$ cat config.mk
export PLATFORM = sky130hd
export DESIGN_NAME = imem_loader_flat
export DESIGN_NICKNAME = d
export VERILOG_FILES = /design/src/rtl/imem_loader_pkg.sv /design/src/rtl/imem_loader_if.sv /design/src/rtl/imem_loader_byte_assembler.sv /design/src/rtl/imem_loader.sv /design/src/flat_wrapper.sv
export SDC_FILE = /design/constraint.sdc
export NUM_CORES = 1
export LEC_CHECK = 0
export ABC_AREA = 1
export BUFFER_PORTS_ARGS = -buffer_cell sky130_fd_sc_hd__buf_2
export CORE_ASPECT_RATIO = 2
export CORE_UTILIZATION = 34
export DETAILED_ROUTE_END_ITERATION = 12
export PLACE_DENSITY = 0.6
export SLEW_MARGIN = 20
export SYNTH_ARGS = -nofsm -noshare
export SYNTH_HDL_FRONTEND = slang
export SYNTH_HIERARCHICAL = 1
export SYNTH_SLANG_ARGS = --single-unit
$ cat constraint.sdc
create_clock -name CLK -period 4.7 [get_ports CLK]
set_input_delay 0.705 -clock CLK [delete_from_list [all_inputs] [get_ports CLK]]
set_output_delay 0.705 -clock CLK [all_outputs]
set_load 0.005 [all_outputs]
$ cat src/rtl/imem_loader_pkg.sv
// Shared types and constants for the boot-time instruction loader.
// Holds the FSM state encoding, bytes-per-word and checksum width.
package imem_loader_pkg;

  typedef enum logic [2:0] {
    IDLE,
    RECV,
    WRITE,
    CHECK,
    DONE,
    ERR
  } state_t;

  localparam int BPW = 4;
  localparam int CSW = 8;

endpackage

$ cat src/rtl/imem_loader_if.sv
// Byte stream (ByteIn/ByteValid/ByteReady) plus imem write port.
// slave = loader side, master = stream source / memory side.
interface imem_loader_if #(
  parameter int AWL = 8,
  parameter int WL  = 32
);

  logic [7:0]     ByteIn;
  logic           ByteValid;
  logic           ByteReady;
  logic           IMWE;
  logic [AWL-1:0] IMWA;
  logic [WL-1:0]  IMWD;

  modport master (
    output ByteIn,
    output ByteValid,
    input  ByteReady,
    input  IMWE,
    input  IMWA,
    input  IMWD
  );

  modport slave (
    input  ByteIn,
    input  ByteValid,
    output ByteReady,
    output IMWE,
    output IMWA,
    output IMWD
  );

endinterface

$ cat src/rtl/imem_loader_byte_assembler.sv
// Big-endian word assembler: shift in bytes, flag the 4th of a word.
// Ports: CLK, RST, clear, shift, din -> word, word_full.
module byte_assembler
  import imem_loader_pkg::*;
#(
  parameter int WL = 32
) (
  input  logic          CLK,
  input  logic          RST,
  input  logic          clear,
  input  logic          shift,
  input  logic [7:0]    din,
  output logic [WL-1:0] word,
  output logic          word_full
);

  logic [1:0]    cnt;
  logic [WL-1:0] sr;

  always_ff @(posedge CLK or negedge RST) begin
    if (!RST) begin
      sr  <= '0;
      cnt <= '0;
    end else if (clear) begin
      sr  <= '0;
      cnt <= '0;
    end else if (shift) begin
      sr  <= {sr[WL-9:0], din};
      cnt <= cnt + 2'd1;
    end
  end

  assign word      = sr;
  assign word_full = shift & (cnt == 2'(BPW - 1));

endmodule

$ cat src/rtl/imem_loader.sv
// Boot loader: streams bytes into imem, verifies XOR checksum, releases core.
// Ports: CLK, RST, Start, WordCount, bus (stream+imem), CoreRST/Busy/Done/Error.
module imem_loader
  import imem_loader_pkg::*;
#(
  parameter int AWL = 8,
  parameter int WL  = 32
) (
  input  logic          CLK,
  input  logic          RST,
  input  logic          Start,
  input  logic [AWL:0]  WordCount,
  imem_loader_if.slave  bus,
  output logic          CoreRST,
  output logic          Busy,
  output logic          Done,
  output logic          Error
);

  state_t         state;
  state_t         nxt;
  logic [AWL-1:0] addr;
  logic [AWL:0]   wc;
  logic [AWL:0]   wcm1;
  logic [CSW-1:0] csum;
  logic [WL-1:0]  word;
  logic           word_full;
  logic           start_ok;
  logic           rx;
  logic           cx;
  logic           too_big;
  logic           last;

  assign start_ok = Start & ((state == IDLE) |
                             (state == DONE) |
                             (state == ERR));
  assign rx       = bus.ByteValid & (state == RECV);
  assign cx       = bus.ByteValid & (state == CHECK);
  assign too_big  = WordCount[AWL] & (|WordCount[AWL-1:0]);
  assign wcm1     = wc - 1'b1;
  assign last     = ({1'b0, addr} == wcm1);

  byte_assembler #(.WL(WL)) u_asm (
    .CLK       (CLK),
    .RST       (RST),
    .clear     (start_ok),
    .shift     (rx),
    .din       (bus.ByteIn),
    .word      (word),
    .word_full (word_full)
  );

  always_comb begin
    nxt = state;
    unique case (state)
      IDLE, DONE, ERR: begin
        if (start_ok) begin
          if (WordCount == '0) nxt = DONE;
          else if (too_big)    nxt = ERR;
          else                 nxt = RECV;
        end
      end
      RECV:  if (word_full) nxt = WRITE;
      WRITE: nxt = last ? CHECK : RECV;
      CHECK: begin
        if (cx) nxt = (bus.ByteIn == csum) ? DONE : ERR;
      end
      default: nxt = IDLE;
    endcase
  end

  always_ff @(posedge CLK or negedge RST) begin
    if (!RST) begin
      state   <= IDLE;
      addr    <= '0;
      wc      <= '0;
      csum    <= '0;
      CoreRST <= 1'b1;
      Busy    <= 1'b0;
      Done    <= 1'b0;
      Error   <= 1'b0;
    end else begin
      state <= nxt;
      if (start_ok) begin
        addr <= '0;
        csum <= '0;
        wc   <= WordCount;
      end else begin
        if (state == WRITE) addr <= addr + 1'b1;
        if (rx)             csum <= csum ^ bus.ByteIn;
      end
      // Status flags track the state being entered so they line up
      // with the edge that moves the FSM.
      CoreRST <= (nxt != DONE);
      Busy    <= (nxt == RECV) | (nxt == WRITE) | (nxt == CHECK);
      Done    <= (nxt == DONE);
      Error   <= (nxt == ERR);
    end
  end

  assign bus.ByteReady = (state == RECV) | (state == CHECK);
  assign bus.IMWE      = (state == WRITE);
  assign bus.IMWA      = addr;
  assign bus.IMWD      = word;

endmodule

$ cat src/flat_wrapper.sv
// flat-port wrapper written by rule: the top's interface ports become plain ports
module imem_loader_flat import imem_loader_pkg::*;
#(
  parameter int AWL = 8,
  parameter int WL  = 32
)
  (CLK, RST, Start, WordCount, CoreRST, Busy, Done, Error, bus_ByteIn, bus_ByteValid, bus_ByteReady, bus_IMWE, bus_IMWA, bus_IMWD);
  imem_loader_if #(.AWL(AWL), .WL(WL)) bus_i ();
  input  logic CLK;
  input  logic RST;
  input  logic Start;
  input  logic [AWL:0] WordCount;
  output logic CoreRST;
  output logic Busy;
  output logic Done;
  output logic Error;
  input wire logic [$bits(bus_i.ByteIn)-1:0] bus_ByteIn;
  input wire logic [$bits(bus_i.ByteValid)-1:0] bus_ByteValid;
  output wire logic [$bits(bus_i.ByteReady)-1:0] bus_ByteReady;
  output wire logic [$bits(bus_i.IMWE)-1:0] bus_IMWE;
  output wire logic [$bits(bus_i.IMWA)-1:0] bus_IMWA;
  output wire logic [$bits(bus_i.IMWD)-1:0] bus_IMWD;
  assign bus_i.ByteIn = bus_ByteIn;
  assign bus_i.ByteValid = bus_ByteValid;
  assign bus_ByteReady = bus_i.ByteReady;
  assign bus_IMWE = bus_i.IMWE;
  assign bus_IMWA = bus_i.IMWA;
  assign bus_IMWD = bus_i.IMWD;
  imem_loader #(.AWL(AWL), .WL(WL)) u_core (.CLK(CLK), .RST(RST), .Start(Start), .WordCount(WordCount), .bus(bus_i), .CoreRST(CoreRST), .Busy(Busy), .Done(Done), .Error(Error));
endmodule
# After elaboration in Yosys (flattened, before gate mapping)
# Cells that the tools add are included.
totals:
  regBits: 66
  latchBits: 0
  ram_bits: 0
  rom_bits: 0
  out_inout_bits: 46
  elab_cells: 60
  memories: 0
op_classes:
  n_addsub: 3
  mul: 0
  div_mod_pow: 0
  n_lt_le_gt_ge: 0
  eq_ne: 14
  shifts: 0
  muxes: 16
  bitwise_logic: 11
  reduce_logical: 6
ops:
  columns: ["op", "count"]
  rows:
  - ["$mux W32", 2]
  - ["$mux W8", 4]
  - ["$mux W3", 5]
  - ["$eq A3 B2 Y1 const B", 4]
  - ["$eq A3 B3 Y1 const B", 4]
  - ["$pmux W3 S4", 1]
  - ["$eq A8 B9 Y1", 1]
  - ["$logic_not A9 Y1", 1]
  - ["$sub A9 B1 Y9 const B", 1]
  - ["$add A8 B1 Y8 const B", 1]
  - ["$eq A8 B8 Y1", 1]
  - ["$reduce_or A8 Y1", 1]
  - ["$xor A8 B8 Y8", 1]
  - ["$eq A3 B1 Y1 const B", 2]
  - ["$mux W2", 3]
  - ["$and A1 B1 Y1", 5]
  - ["$or A1 B1 Y1", 5]
  - ["$reduce_bool A2 Y1", 2]
  - ["$logic_not A3 Y1", 1]
  - ["$ne A3 B3 Y1 const B", 1]
  - ["$reduce_or A3 Y1", 1]
  - ["$add A2 B1 Y2 const B", 1]
  - ["$eq A2 B2 Y1 const B", 1]
  - ["$mux W1", 1]

# Logic depth before layout (Yosys ltp)
depth:
  ltp_word: 9
  mapped_depth: 14
  ltp_nobuf: 13

# Modules after synthesis
# Netlist, hierarchy kept.
by_module_without_submodules:
  columns: ["module", "instances", "cells_per_inst", "area_per_inst_um2", "seq_area_each_um2"]
  rows:
  - ["imem_loader", 1, 251, 1820.5, 802.0]
  - ["byte_assembler", 1, 152, 1488.9, 850.8]

# Least setup slack after synthesis
# Ideal clock, no wire load.
synth_path:
  path_type: "input to register"
  start: "input port bus_ByteValid"
  end: "register u_core.Busy"
  setup_ps: 113
  arrival_ps: 1872
  path_slack_ps: 2715
  cell_stages: 11
  path_buffers: 2
  cell_sequence: "nand2_1 inv_1 buf_6 buf_4 nand2_1 inv_1 o211ai_1 a21oi_2 nand3_1 nand2_1 inv_1"
synth_via:
  elab_chain_len: 7
  word_cells_on_any_way: 11
synth_rtl:
  columns: ["item", "line", "rtl"]
  rows:
  - ["from (decl)", "flat_wrapper.sv:18", "input wire logic [$bits(bus_i.ByteValid)-1:0] bus_ByteValid;"]
  - ["$and A1 B1 Y1 (*)", "imem_loader.sv:37", "assign rx = bus.ByteValid & (state == RECV);"]
  - ["net u_core.rx", "imem_loader.sv:29", "logic rx;"]
  - ["$and A1 B1 Y1 (*)", "imem_loader_byte_assembler.sv:34", "assign word_full = shift & (cnt == 2'(BPW - 1));"]
  - ["net u_core.word_full", "imem_loader.sv:27", "logic word_full;"]
  - ["$mux W3 (*)", "imem_loader.sv:63", "RECV: if (word_full) nxt = WRITE;"]
  - ["$pmux W3 S4 (*)", "imem_loader.sv:55", "unique case (state)"]
  - ["$eq A3 B1 Y1 or $eq A3 B2 Y1 (tied branches)", "imem_loader.sv:95", "Busy <= (nxt == RECV) | (nxt == WRITE) | (nxt == CHECK);"]
  - ["$or A1 B1 Y1", "imem_loader.sv:95", null]
  - ["$or A1 B1 Y1 (*)", "imem_loader.sv:95", null]
  - ["to (signal assigned)", "imem_loader.sv:95", null]
  - ["to (decl)", "imem_loader.sv:15", "output logic Busy,"]
# Mark *: on every way through the listed nets, which the timed path passes. The rest lies on a longest branch.
# A chain may end at the register's enable or synchronous reset.

# Worst setup path in the final report
layout_path:
  start: "register u_core.state[2]"
  end: "register u_core.Busy"
layout_via:
  word_cells_on_any_way: 22
layout_lines:
  columns: ["item", "line", "rtl"]
  rows:
  - ["from (decl)", "imem_loader.sv:20", "state_t state;"]
  - ["from (signal assigned)", "imem_loader.sv:83", "state <= nxt;"]
  - ["$eq A3 B1 Y1 (*)", "imem_loader.sv:37", null]
  - ["$and A1 B1 Y1 (*)", "imem_loader.sv:37", null]
  - ["net u_core.rx", "imem_loader.sv:29", null]
  - ["$and A1 B1 Y1 (*)", "imem_loader_byte_assembler.sv:34", null]
  - ["net u_core.word_full", "imem_loader.sv:27", null]
  - ["$mux W3 (*)", "imem_loader.sv:63", null]
  - ["$pmux W3 S4 (*)", "imem_loader.sv:55", null]
  - ["$eq A3 B1 Y1 or $eq A3 B2 Y1 (tied branches)", "imem_loader.sv:95", null]
  - ["$or A1 B1 Y1", "imem_loader.sv:95", null]
  - ["$or A1 B1 Y1 (*)", "imem_loader.sv:95", null]
# Marked as above.

==> insert_results.sql <==
INSERT INTO impl_metrics (metric_group, metric, value, unit) VALUES
('status', 'run_status', 'finished clean', ''),
('timing', 'rsz0062_at_grt', 'false', ''),
('layout', 'antenna-diode-count', '0', ''),
('clock_tree', 'number_of_cts_inserted_buffers', '9', ''),
('route', 'dr.first_iter.drc_count', '158', ''),
('logic_synthesis', 'synth_cell_types', '33', ''),
('grt', 'number_of_global_route_vias_before_repair', '2755', ''),
('timing', 'period_share', '50.5', '%'),
('logic_synthesis', 'syn_avg_cell_area', '8.21', 'um2'),
('floorplanning', 'placeableCoreArea', '9380', 'um2'),
('layout', 'syn_to_final_growth', '20.0', '%'),
('timing', 'finalWorstPathRequiredPeriod', '2370', 'ps'),
('route', 'drc', '0', ''),
('timing', 'final-max-slew-violation-count', '0', ''),
('pwr', 'leakage', '2.24', 'nW'),
('logic_synthesis', 'synth_seq_area_share', '49.9', '%'),
('placed_design', 'port_buffers', '66', ''),
('setup_path', 'crit_path_kind', 'reg -> reg', ''),
('logic_synthesis', 'synth_enable_flop_cells', '0', ''),
('timing', 'worst_slew_pin_slew', '1030', 'ps'),
('timing', 'setup_viol_count_final', '0', ''),
('route', 'wl_per_cell', '13.3', 'um'),
('timing', 'worst_hold_slack', '462', 'ps'),
('pwr', 'irDropWorstVdd', '0.256', 'mV'),
('layout', 'final_net_count', '495', ''),
('timing', 'slew_headroom', '31.6', '%'),
('timing', 'fin_setup_tns', '0', 'ps'),
('pwr', 'power.share.switching', '38.2', '%'),
('clock_tree', 'cts_root_buffer', 'sky130_fd_sc_hd__clkbuf_16', ''),
('logic_synthesis', 'synthesized_cell_area', '3310', 'um2'),
('clock_tree', 'cts_htree_levels', '3', ''),
('setup_path', 'cp.arrival', '2600', 'ps'),
('clock_tree', 'clock_sinks', '66', ''),
('placed_design', 'finalWeightedCongestion', '0.786', ''),
('setup_path', 'timing.critical_path.to_type', 'flop', ''),
('route', 'drt-total-wl', '7.71', 'mm'),
('floorplanning', 'floorplan.die.width', '71.8', 'um'),
('grt', 'grt_antenna_before_repair', '0', ''),
('pwr', 'pwr-share-clk', '27.9', '%'),
('logic_synthesis', 'syn-instance-count', '403', ''),
('floorplanning', 'start_util', '35.3', '%'),
('clock_tree', 'ctsHoldBuffers', '0', ''),
('grt', 'grt_max_degree', '67', ''),
('clock_tree', 'cts_tree', 'yes', ''),
('setup_path', 'crit_path_start_kind', 'flop', ''),
('logic_synthesis', 'synth_seq_cells', '66', ''),
('timing', 'final-hold-violation-count', '0', ''),
('timing', 'fin_skew', '5.00', 'ps'),
('pwr', 'internal_power', '1.50', 'mW'),
('worst_hold_path', 'min_path_type', 'reg -> reg', ''),
('timing', 'achievable-frequency', '421', 'MHz'),
('floorplanning', 'rows', '50', ''),
('floorplanning', 'die-area', '10200', 'um2'),
('pwr', 'cellPowerDensity', '611', 'nW/um2'),
('clock_tree', 'cts.repair_timing.setup_buffer_count', '0', ''),
('floorplanning', 'ios', '67', ''),
('placed_design', 'dpl.hpwl', '5.55', 'mm'),
('grt', 'globalRoute.totalOverflow', '0', ''),
('route', 'final_antenna_net_count', '0', ''),
('logic_synthesis', 'synthArstFlopShare', '100', '%'),
('setup_path', 'cp.required', '4920', 'ps'),
('clock_tree', 'clock_latency_on_the_worst_skew_pair', '330', 'ps'),
('pwr', 'power_frac_comb', '34.5', '%'),
('pwr', 'sequentialPowerShare', '37.6', '%'),
('clock_tree', 'path_clk_slew', '60', 'ps'),
('logic_synthesis', 'synthFlopType', 'sky130_fd_sc_hd__dfrtp_1', ''),
('logic_synthesis', 'ys.warnings.count', '6', ''),
('clock_tree', 'clockBufferDepth', '2', ''),
('setup_path', 'path_max_fanout', '38', ''),
('logic_synthesis', 'synth_nets', '428', ''),
('clock_tree', 'cts-resized-gates', '0', ''),
('layout', 'post_route_cells_drive_above_1_share', '23.2', '%'),
('route', 'total_via_count_after_detailed_routing', '2780', ''),
('pwr', 'power.net_switching', '0.927', 'mW'),
('route', 'router_iterations_before_antenna_repair', '4', ''),
('grt', 'wire_length_of_the_first_global_routing_pass', '12.8', 'mm'),
('grt', 'global_route.usage.total', '16.5', '%'),
('job', 'max_cap_violations', '0', ''),
('route', 'routed_via_density', '4.80', ''),
('floorplanning', 'chipHeight', '142', 'um');
## sequential cells by signal (all words and copies together), names as in the netlist
register and count:
u_core/Done 1, u_core/wc 9, u_core/csum 8, u_core/u_asm/cnt 2
u_core/CoreRST 1, u_core/state 3, u_core/u_asm/word 32, u_core/Error 1
u_core/bus.IMWA 8, u_core/Busy 1
## logic make-up after synthesis
kind of cell	count (synthesis)	share of synthesized area, %
and+or+nand+nor	236	32.5
DFF	66	49.9
buffers and inverters	59	8.96
AOI/OAI and AO/OA	31	5.22
xor gates and xnor gates	7	1.85
adders and majority gates	4	1.51
## power groups by stage
| stage | clock [mW] | combinational (mW) | sequential [mW] |
|---|---|---|---|
| 6_report | 0.676 | 0.839 | 0.913 |
| 5_1_grt | 0.718 | 0.970 | 0.940 |
| 4_1_cts | 0.695 | 0.852 | 0.914 |
| 3_5_place_dp | 0 | 0.848 | 0.923 |
| 3_3_place_gp | 0 | 0.823 | 0.918 |
| 2_1_floorplan | 0 | 0.616 | 0.910 |
## critical path: stages, from the launching register on
cell and delay (ps):
sky130_fd_sc_hd__dfrtp_1 420, sky130_fd_sc_hd__inv_1 90, sky130_fd_sc_hd__nand2_1 70, sky130_fd_sc_hd__nor2_1 150
sky130_fd_sc_hd__nand2_1 270, sky130_fd_sc_hd__inv_1 130, sky130_fd_sc_hd__buf_4 430, sky130_fd_sc_hd__nand2_1 100
sky130_fd_sc_hd__inv_1 90, sky130_fd_sc_hd__o211ai_1 110, sky130_fd_sc_hd__a21oi_2 200, sky130_fd_sc_hd__nand3_1 100
sky130_fd_sc_hd__nand2_1 60, sky130_fd_sc_hd__inv_1 40
## cell usage in the layout (no fill, tap or decap), types with 2 or more instances in the layout
cell / count
sky130_fd_sc_hd__a21oi_1: 6
sky130_fd_sc_hd__buf_2: 66
sky130_fd_sc_hd__buf_4: 2
sky130_fd_sc_hd__clkbuf_16: 9
sky130_fd_sc_hd__clkinv_2: 2
sky130_fd_sc_hd__dfrtp_1: 65
sky130_fd_sc_hd__ha_1: 4
sky130_fd_sc_hd__inv_1: 45
sky130_fd_sc_hd__nand2_1: 151
sky130_fd_sc_hd__nand2_2: 2
sky130_fd_sc_hd__nand3_1: 34
sky130_fd_sc_hd__nand3_2: 13
sky130_fd_sc_hd__nand4_1: 2
sky130_fd_sc_hd__nor2_1: 22
sky130_fd_sc_hd__nor2_2: 3
sky130_fd_sc_hd__nor3_1: 2
sky130_fd_sc_hd__nor4_1: 2
sky130_fd_sc_hd__o21ai_0: 13
sky130_fd_sc_hd__o21ai_1: 2
sky130_fd_sc_hd__o22ai_1: 6
sky130_fd_sc_hd__xor2_1: 6
## per-stage QoR
step / power [mW] / std cells / util, % / setup slack [ps] / area, um2
floorplan: 1.53 / 403 / - / 2710 / 3310
global placement: 1.74 / 563 / 39.1 / 2260 / 3670
detailed placement: 1.77 / 563 / 39.1 / 2250 / 3670
CTS: 2.46 / 579 / 42.3 / 2280 / 3970
global route: 2.63 / 579 / 42.3 / 1990 / 3970
finish: 2.43 / 579 / 42.3 / 2330 / 3970
## synthesized netlist by cell type (2+ instances only)
cell type                 count  area share (%)
sky130_fd_sc_hd__nand2_2      2            0.38
sky130_fd_sc_hd__xor2_1       6             1.6
sky130_fd_sc_hd__nor2_1      22             2.5
sky130_fd_sc_hd__dfrtp_1     65              49
sky130_fd_sc_hd__nand2_1    151              17
sky130_fd_sc_hd__inv_1       45             5.1
sky130_fd_sc_hd__nand3_1     34             5.1
sky130_fd_sc_hd__o21ai_0     13             2.0
sky130_fd_sc_hd__ha_1         4             1.5
sky130_fd_sc_hd__nor3_1       2            0.30
sky130_fd_sc_hd__a21oi_1      6            0.91
sky130_fd_sc_hd__nor2_2       3            0.57
sky130_fd_sc_hd__nor4_1       2            0.38
sky130_fd_sc_hd__nand3_2     13             3.9
sky130_fd_sc_hd__buf_6        8             2.7
sky130_fd_sc_hd__o22ai_1      6             1.1
sky130_fd_sc_hd__buf_4        3            0.68
sky130_fd_sc_hd__o21ai_1      2            0.30
sky130_fd_sc_hd__nand4_1      2            0.38
## final cells by class
cell class                      count  area, um2
Multi-Input combinational cell    278       1360
Clock buffer                       10        239
Clock inverter                      6       65.1
Fill cell                         994       5410
Tap cell                          104        130
Timing Repair Buffer               68        345
Sequential cell                    66       1650
Inverter                           47        179
## per-layer routing
layer | track usage, % | share of wire (%) | wire (um)
met5 | 0 | 0 | 0
met4 | 8.67 | 2.4 | 188
met3 | 3.76 | 3.5 | 272
met2 | 28.7 | 54 | 4190
met1 | 18.2 | 40 | 3060
## final timing paths
check | startpoint | end | slack, ps | depth (start not counted)
worst max-delay path | u_core/state[2] | u_core/Busy | 2330 | 13
worst min-delay path | u_core/u_asm/word[26] | u_core/u_asm/word[26] | 460 | 2
worst max register to register | u_core/state[2] | u_core/Busy | 2330 | 13
worst min register to register | u_core/u_asm/word[26] | u_core/u_asm/word[26] | 460 | 2
max in group asynchronous | RST | u_core/wc[5] | 3580 | 2
min in group asynchronous | RST | u_core/u_asm/word[27] | 550 | 2
Note: power is estimated with default switching activity, not from simulation.
